$ cat config.mk
export PLATFORM = sky130hd
export DESIGN_NAME = rate_strobe_gen_flat
export DESIGN_NICKNAME = d
export VERILOG_FILES = /design/src/rtl/rate_strobe_gen_if.sv /design/src/rtl/rate_strobe_gen.sv /design/src/flat_wrapper.sv
export SDC_FILE = /design/constraint.sdc
export NUM_CORES = 1
export LEC_CHECK = 0
export CAP_MARGIN = 20
export CORE_UTILIZATION = 25
export DETAILED_ROUTE_END_ITERATION = 16
export HOLD_SLACK_MARGIN = 0.06
export PLACE_DENSITY = 0.49
export REMOVE_ABC_BUFFERS = 1
export SETUP_SLACK_MARGIN = 0.2
export SLEW_MARGIN = 15
export SYNTH_ARGS = -nofsm -noshare
export SYNTH_HDL_FRONTEND = slang
export SYNTH_SLANG_ARGS = --single-unit
$ cat constraint.sdc
create_clock -name clk -period 9 [get_ports clk]
set_clock_uncertainty 0.05 [all_clocks]
set_input_delay 0.9 -clock clk [delete_from_list [all_inputs] [get_ports clk]]
set_output_delay 0.9 -clock clk [all_outputs]
set_load 0.1 [all_outputs]
$ cat src/rtl/rate_strobe_gen_if.sv
// rtl/rate_strobe_gen_if.sv - control/status bundle for the fractional rate strobe generator
//
// Purpose: groups the rate-control inputs and the strobe/phase outputs of
// rate_strobe_gen so the generator and its user connect through one port.
//
// Signals:
//   enable       master->slave  1        1: accumulate, 0: hold state
//   sync_clr     master->slave  1        pulse: clear accumulator (phase realign)
//   inc_i        master->slave  ACC_W    new increment value
//   inc_load     master->slave  1        pulse: capture inc_i as pending increment
//   strobe_o     slave->master  1        1-cycle sample strobe
//   phase_o      slave->master  PHASE_W  fractional phase captured at each strobe
//   load_busy_o  slave->master  1        pending increment not yet applied
//   strobe_cnt_o slave->master  CNT_W    wrapping strobe count
interface rate_strobe_gen_if #(
  parameter int ACC_W   = 32,
  parameter int PHASE_W = 16,
  parameter int CNT_W   = 16
);
  logic               enable;
  logic               sync_clr;
  logic [ACC_W-1:0]   inc_i;
  logic               inc_load;
  logic               strobe_o;
  logic [PHASE_W-1:0] phase_o;
  logic               load_busy_o;
  logic [CNT_W-1:0]   strobe_cnt_o;

  modport master (
    output enable,
    output sync_clr,
    output inc_i,
    output inc_load,
    input  strobe_o,
    input  phase_o,
    input  load_busy_o,
    input  strobe_cnt_o
  );

  modport slave (
    input  enable,
    input  sync_clr,
    input  inc_i,
    input  inc_load,
    output strobe_o,
    output phase_o,
    output load_busy_o,
    output strobe_cnt_o
  );
endinterface

$ cat src/rtl/rate_strobe_gen.sv
// rtl/rate_strobe_gen.sv - NCO-based fractional sample-rate strobe generator
//
// Purpose: a phase accumulator adds the current increment every enabled
// cycle; each overflow produces a registered one-cycle strobe, captures the
// accumulator MSBs as the fractional phase for the interpolator and bumps a
// wrapping strobe counter. Mean strobe rate is inc/2^ACC_W of clk.
// New increments are held pending and only take effect on a strobe boundary
// (or while disabled), so rate switches never produce a short/long glitch
// period.
//
// Ports:
//   clk   in  1   system clock
//   rst   in  1   synchronous reset, active-high, dominates everything
//   bus   slave modport of rate_strobe_gen_if (controls in, strobe/phase/status out)
module rate_strobe_gen #(
  parameter int               ACC_W   = 32,
  parameter int               PHASE_W = 16,
  parameter int               CNT_W   = 16,
  parameter logic [ACC_W-1:0] DEF_INC = ACC_W'(32'h4000_0000)
) (
  input  logic                clk,
  input  logic                rst,
  rate_strobe_gen_if.slave    bus
);

  logic [ACC_W-1:0]   acc_q;
  logic [ACC_W-1:0]   inc_cur_q;
  logic [ACC_W-1:0]   inc_pend_q;
  logic               pend_q;
  logic               strobe_q;
  logic [PHASE_W-1:0] phase_q;
  logic [CNT_W-1:0]   cnt_q;

  logic [ACC_W:0]     sum;
  logic               accum;
  logic               carry;
  logic               apply;

  // One extra bit on the sum gives the overflow (carry) directly.
  assign sum   = {1'b0, acc_q} + {1'b0, inc_cur_q};
  // sync_clr wins over accumulation, so a clear edge never carries.
  assign accum = bus.enable & ~bus.sync_clr;
  assign carry = accum & sum[ACC_W];
  // Swap increments only at a strobe boundary or while the NCO is parked;
  // the accumulation that produced this carry still used the old increment.
  assign apply = pend_q & (carry | ~bus.enable);

  always_ff @(posedge clk) begin
    if (rst) begin
      acc_q      <= '0;
      inc_cur_q  <= DEF_INC;
      inc_pend_q <= '0;
      pend_q     <= 1'b0;
      strobe_q   <= 1'b0;
      phase_q    <= '0;
      cnt_q      <= '0;
    end else begin
      if (bus.sync_clr) begin
        acc_q    <= '0;
        strobe_q <= 1'b0;
      end else if (bus.enable) begin
        acc_q    <= sum[ACC_W-1:0];
        strobe_q <= carry;
        if (carry) begin
          phase_q <= sum[ACC_W-1 -: PHASE_W];
          cnt_q   <= cnt_q + CNT_W'(1);
        end
      end else begin
        strobe_q <= 1'b0;
      end

      if (apply) begin
        inc_cur_q <= inc_pend_q;
      end

      // A load on the apply edge re-arms pending with the new value; the
      // value just applied is the one captured earlier.
      if (bus.inc_load) begin
        inc_pend_q <= bus.inc_i;
        pend_q     <= 1'b1;
      end else if (apply) begin
        pend_q     <= 1'b0;
      end
    end
  end

  assign bus.strobe_o     = strobe_q;
  assign bus.phase_o      = phase_q;
  assign bus.load_busy_o  = pend_q;
  assign bus.strobe_cnt_o = cnt_q;

endmodule
$ cat src/flat_wrapper.sv
// flat-port wrapper written by rule: the top's interface ports become plain ports
module rate_strobe_gen_flat 
#(
  parameter int               ACC_W   = 32,
  parameter int               PHASE_W = 16,
  parameter int               CNT_W   = 16,
  parameter logic [ACC_W-1:0] DEF_INC = ACC_W'(32'h4000_0000)
)
  (clk, rst, bus_enable, bus_sync_clr, bus_inc_i, bus_inc_load, bus_strobe_o, bus_phase_o, bus_load_busy_o, bus_strobe_cnt_o);
  rate_strobe_gen_if #(.ACC_W(ACC_W), .PHASE_W(PHASE_W), .CNT_W(CNT_W)) bus_i ();
  input  logic clk;
  input  logic rst;
  input wire logic [$bits(bus_i.enable)-1:0] bus_enable;
  input wire logic [$bits(bus_i.sync_clr)-1:0] bus_sync_clr;
  input wire logic [$bits(bus_i.inc_i)-1:0] bus_inc_i;
  input wire logic [$bits(bus_i.inc_load)-1:0] bus_inc_load;
  output wire logic [$bits(bus_i.strobe_o)-1:0] bus_strobe_o;
  output wire logic [$bits(bus_i.phase_o)-1:0] bus_phase_o;
  output wire logic [$bits(bus_i.load_busy_o)-1:0] bus_load_busy_o;
  output wire logic [$bits(bus_i.strobe_cnt_o)-1:0] bus_strobe_cnt_o;
  assign bus_i.enable = bus_enable;
  assign bus_i.sync_clr = bus_sync_clr;
  assign bus_i.inc_i = bus_inc_i;
  assign bus_i.inc_load = bus_inc_load;
  assign bus_strobe_o = bus_i.strobe_o;
  assign bus_phase_o = bus_i.phase_o;
  assign bus_load_busy_o = bus_i.load_busy_o;
  assign bus_strobe_cnt_o = bus_i.strobe_cnt_o;
  rate_strobe_gen #(.ACC_W(ACC_W), .PHASE_W(PHASE_W), .CNT_W(CNT_W), .DEF_INC(DEF_INC)) u_core (.clk(clk), .rst(rst), .bus(bus_i));
endmodule
==> metrics, run 1 <==
Netlist cell types 57; critical-path cell list ha_1 > fa_1 > a211o_1 > a21oi_1 > and4bb_1 > o21bai_2 > a2111oi_4 > o31ai_4 > buf_4 > mux2i_1 > nor2_1; number of routed nets with antenna violations 0; setup violators final 0; routed length per instance 14.63 um; # IOs 71; PwrDens 177.5 nW/um2; chip width 164.1 um; Synth Warn # 0; peak supply drop 0.0001102 V; die height 164.1 um; RSZ-0062 raised after global routing false; H-tree levels 4; startpoint types register; vias in the first global route 5219; clock buffer depth 2; CTS tree done; Primary FF master, synth dfxtp_1; Initial Utilization 25.78%; Final Net Count 866; # hold bufs at CTS 0; max cap viols 0; setup tns final 0 ns; clock sink total 130; clk slew on worst S/H paths 0.05 ns; Via density 4.743; Die ar. 26920 um2; area delta synth->final 24.88%; instance count of the mapped netlist 743; crit path kind register to register; Worst-Margin Slew 1.105 ns; period utilization 44.38%; pre-CTS setup slack 4.540 ns; initial DRC count 260; largest net degree at the start of global routing 53; CP arrival 4.23 ns; HP Class register to register; worst setup margin 5.005 ns; CP top delay family compound AO/OA/AOI/OAI gates; worst-path fanout max 22; sequential share of the synthesized area 39.63%; GR Overflow Total 0; Yosys reg bits 130; global placer's final weighted congestion 0.8159; Critical Path RT 9.23 ns; DP HPWL 11.58 mm; Leakage 0.003459 uW; EDFF count, synth 0; Post-synth ARST share 0%; Post-CTS Setup Inserts 0; run status complete, no violations; Post-Syn Area 6568 um2; slowest stage delay, CP 0.74 ns; layout cells sized above 1 5.322%; maximum clock frequency 250.3 MHz; clock root cell clkbuf_16; Worst-Skew Late Latency 0.43 ns; TritonCTS buffer count 17; Antenna diodes 0; max-slew violation count 0; Final Hold Vio Count 0; PortBufs 70; hold_ws 0.4058 ns; Worst Setup End Kind register; num rows 58; first-pass GRT wire length 27.03 mm; first-pass iteration count of the detailed router 4; Post-Syn Area per Cell 8.839 um2; DR DRC count 0; Slew Limit Headroom 26.36%; initial antenna violation count 0; Bufs and invs on worst path 1; post-cts sizing count 0; post-route minimum period 3.995 ns; Slowest cell on crit path o31ai_4; Core Region 25470 um2; overall global routing resource usage 12.89%; vias 5398; DRT Wirelength 16.65 mm
[synthesized netlist by cell type, drive strengths merged, types with 11 or more instances]
master | n | area (um2)
dfxtp | 130 | 2603
nor2 | 117 | 439.2
mux2i | 80 | 800.8
a21oi | 55 | 279.0
nand2 | 45 | 168.9
clkbuf | 34 | 127.6
ha | 33 | 412.9
o21ai | 32 | 160.2
nand3 | 20 | 100.1
a21o | 16 | 120.1
xnor2 | 15 | 131.4
a211oi | 14 | 105.1
xor2 | 11 | 96.34
[logic make-up (layout without fill, tap and decap cells)]
family | count (synthesis) | count (layout) | synth area share, %
simple gates | 255 | 255 | 18.29
compound gates | 169 | 169 | 16.80
flops | 130 | 130 | 39.63
mux | 80 | 80 | 12.19
buf+inv | 49 | 114 | 3.029
fa+ha+maj | 34 | 34 | 6.592
xor+xnor | 26 | 26 | 3.467
[worst register-to-register path: cells and delay by family (launching register included)]
family          cells  cell delay, ns
compound gates      5            1.73
fa+ha+maj           2            0.71
buf+inv             1            0.51
flops               1            0.32
simple gates        2            0.31
mux                 1            0.24
[report_power, final]
| group | internal, uW | total, uW | switching, uW |
|---|---|---|---|
| logic | 40.4 | 88.1 | 47.7 |
| clock network | 513 | 770 | 257 |
| registers | 589 | 597 | 8.05 |
[routing by layer]
| metal | vias to the layer above | routed length [um] | global-route usage [%] |
|---|---|---|---|
| li1 | 2791 | - | - |
| met1 | 2508 | 8334 | 17.01 |
| met2 | 85 | 7533 | 20.54 |
| met3 | 14 | 592 | 3.207 |
| met4 | 0 | 186 | 3.914 |
| met5 | - | 0 | 0 |
[per-stage QoR]
stage	power [uW]	instance area [um2]	std cells	utilization [%]
4_1_cts	1478	8198	1138	32.18
5_1_grt	1512	8202	1138	32.20
3_3_place_gp	698.4	7543	1106	29.61
2_1_floorplan	654.6	6399	702	-
3_5_place_dp	699.7	7543	1106	29.61
6_report	1456	8202	1138	32.20
[final timing paths]
| kind | from | end | slack [ns] | cells after the start |
|---|---|---|---|---|
| min | u_core.bus.phase_o[5]$_SDFFE_PP0P_ | u_core.bus.phase_o[5]$_SDFFE_PP0P_ | 0.41 | 2 |
| max | u_core.inc_cur_q[0]$_SDFFE_PP0P_ | u_core.inc_cur_q[1]$_SDFFE_PP0P_ | 5.01 | 11 |
| max reg2reg | u_core.inc_cur_q[0]$_SDFFE_PP0P_ | u_core.inc_cur_q[1]$_SDFFE_PP0P_ | 5.01 | 11 |
| min reg2reg | u_core.bus.phase_o[5]$_SDFFE_PP0P_ | u_core.bus.phase_o[5]$_SDFFE_PP0P_ | 0.41 | 2 |
[sequential cells by signal, indices dropped and copies added, names as in the netlist]
signal and cells:
u_core.acc_q 32, u_core.inc_cur_q 32, u_core.inc_pend_q 32, u_core.bus.phase_o 16
u_core.bus.load_busy_o 1, u_core.bus.strobe_o 1, u_core.bus.strobe_cnt_o 16
[placed cells by master (no fill, tap or decap), types with 15 or more instances in the layout]
cell type and n:
clkbuf_16 17, a21o_1 16, a21oi_1 54, xnor2_1 15
nand2_1 45, o21ai_0 27, ha_1 33, mux2i_1 80
nand3_1 20, nor2_1 117, clkdlybuf4s50_1 68, dfxtp_1 130
[final cells by class]
| type | count | area (um2) |
|---|---|---|
| Clock inverter | 9 | 176.4 |
| Fill cell | 2662 | 17270 |
| Tap cell | 330 | 412.9 |
| Timing Repair Buffer | 74 | 723.2 |
| Multi-Input combinational cell | 564 | 3779 |
| Sequential cell | 130 | 2603 |
| Clock buffer | 23 | 478.0 |
| Inverter | 8 | 30.03 |
No activity file was read; power rests on OpenSTA's default activity.
==> run 2: changes to the inputs <==
- clock period: 9 -> 4.02 ns (I/O delays scaled with it)
==> metrics, run 2 (synthesis gave the netlist of run 1 again) <==
run status complete, no violations; clk slew on worst S/H paths 0.06 ns; TritonCTS buffer count 17; number of cells on the worst reg-to-reg path 10; area of the multi-input gates 3775 um2; Clk pwr share 48.5%; clock sink total 130; die height 164.1 um; layout cells sized above 1 5.556%; PortBufs 70; max-slew violation count 0; peak supply drop 0.0002407 V; Final Net Count 870; Worst Setup End Kind register; HP Class input port to register; FF-to-FF setup slack 0.53 ns; crit path kind register to register; overall global routing resource usage 13.19%; post-route minimum period 3.492 ns; gr busiest metal met2; # hold bufs at CTS 0; first-pass iteration count of the detailed router 5; CTS tree done; Core Region 25470 um2; worst-path fanout max 6; clock root cell clkbuf_16; hold_ws 0.3602 ns; Antenna diodes 0; Initial Utilization 25.78%; largest registers u_core.acc_q (32), u_core.inc_cur_q (32), u_core.inc_pend_q (32); number of routed nets with antenna violations 0; RSZ-0062 raised after global routing false; reg-to-reg startpoint u_core.inc_cur_q[0]$_SDFFE_PP0P_; Critical Path RT 4.24 ns; CP arrival 3.71 ns; Via density 4.736; Post-Layout Cell Count 1140; DRT Wirelength 16.82 mm; area delta synth->final 23.81%; Worst-Skew Late Latency 0.42 ns; H-tree levels 4; Leakage 0.003425 uW; period utilization 86.86%; clock buffer depth 2; Post-CTS Setup Inserts 0; slowest stage delay, CP 0.44 ns; hold depth 2; PwrDens 367.4 nW/um2; # IOs 71; Final Util 31.92%; chip width 164.1 um; grt met2 use 20.96%; sequential power share 44.8%; M1 GR Usage 17.55%; Final Hold Vio Count 0; vias in the first global route 5231; setup violators final 0; CP top delay family compound AO/OA/AOI/OAI gates; Placed Cells incl. Taps 1109; first-pass GRT wire length 27.48 mm; largest net degree at the start of global routing 68; DR DRC count 0; GR Overflow Total 0; P_sw 702.1 uW; initial DRC count 361; routed length per instance 14.75 um; initial antenna violation count 0; Bufs and invs on worst path 0; DP HPWL 11.82 mm; Pwr Total 2987 uW; vias 5399; most frequent cells in the layout dfxtp_1, nor2_1, mux2i_1, clkdlybuf4s50_1, a21oi_1; critical-path cell list ha_1 > fa_1 > a211o_1 > a21oi_1 > and4bb_1 > nor3b_1 > o31ai_1 > or2_2 > o311ai_1 > o22ai_1; Sw Ratio 23.50%; Worst-Margin Slew 0.9890 ns; post-cts sizing count 0; grt met3 use 3.207%; most common cell after layout, fill and taps aside dfxtp_1; startpoint types register; Slowest cell on crit path fa_1; maximum clock frequency 286.4 MHz; global placer's final weighted congestion 0.8506; Slew Limit Headroom 33.86%; Seq. cell area 2603 um2; num rows 58; max cap viols 0; critical path depth 10; Hold Startpoint rst; setup tns final 0 ns; Setup crit start u_core.inc_cur_q[0]$_SDFFE_PP0P_; Layout fillers 2662; combinational power share 6.8%; Int Power 2285 uW; Die ar. 26920 um2
## run 2: metal layers
metal	vias to the layer above	share of wire, %
met5	-	0
met4	0	0.67
met3	10	4.5
met2	92	45
met1	2504	50
li1	2793	-
## run 2: path summary, 6_finish.rpt
| path | end |
|---|---|
| max | u_core.acc_q[26]$_SDFFE_PP0P_ |
| max reg2reg | u_core.acc_q[26]$_SDFFE_PP0P_ |
| min reg2reg | u_core.bus.phase_o[11]$_SDFFE_PP0P_ |
| min | u_core.inc_cur_q[29]$_SDFFE_PP0P_ |
## run 2: through the flow
stage / setup WS, ns / instance area, um2
2_1_floorplan: -0.5354 / 6399
3_3_place_gp: 0.5042 / 7566
3_5_place_dp: 0.5262 / 7566
4_1_cts: 0.5101 / 8112
5_1_grt: 0.2249 / 8132
6_report: 0.5282 / 8132
## run 2: power groups by stage
stage	combinational, uW	clock [uW]	sequential, uW
after floorplan	102	0	1360
after global placement	204	0	1370
after detailed placement	204	0	1370
after CTS	205	1490	1340
after global routing	222	1560	1340
final	202	1450	1340
## run 2: final cells by class
cell class	instances	share of cell area [%]
Multi-Input combinational cell	564	46.42
Sequential cell	130	32.00
Timing Repair Buffer	78	9.417
Clock buffer	21	5.662
Tap cell	330	5.078
Clock inverter	9	1.046
Inverter	8	0.3693
==> run 3: changes to the inputs <==
--- a/constraint.sdc
+++ b/constraint.sdc
@@ -4,2 +4,2 @@
 set_output_delay 0.402 -clock clk [all_outputs]
-set_load 0.1 [all_outputs]
+set_load 0.05 [all_outputs]
==> results of run 3 <==
The final DEF is identical to that of run 2. Status: complete, no violations.
Main changes from that run: total power 2987 uW -> 2985 uW; worst IR drop on VDD 0.0002407 V -> 0.0002405 V
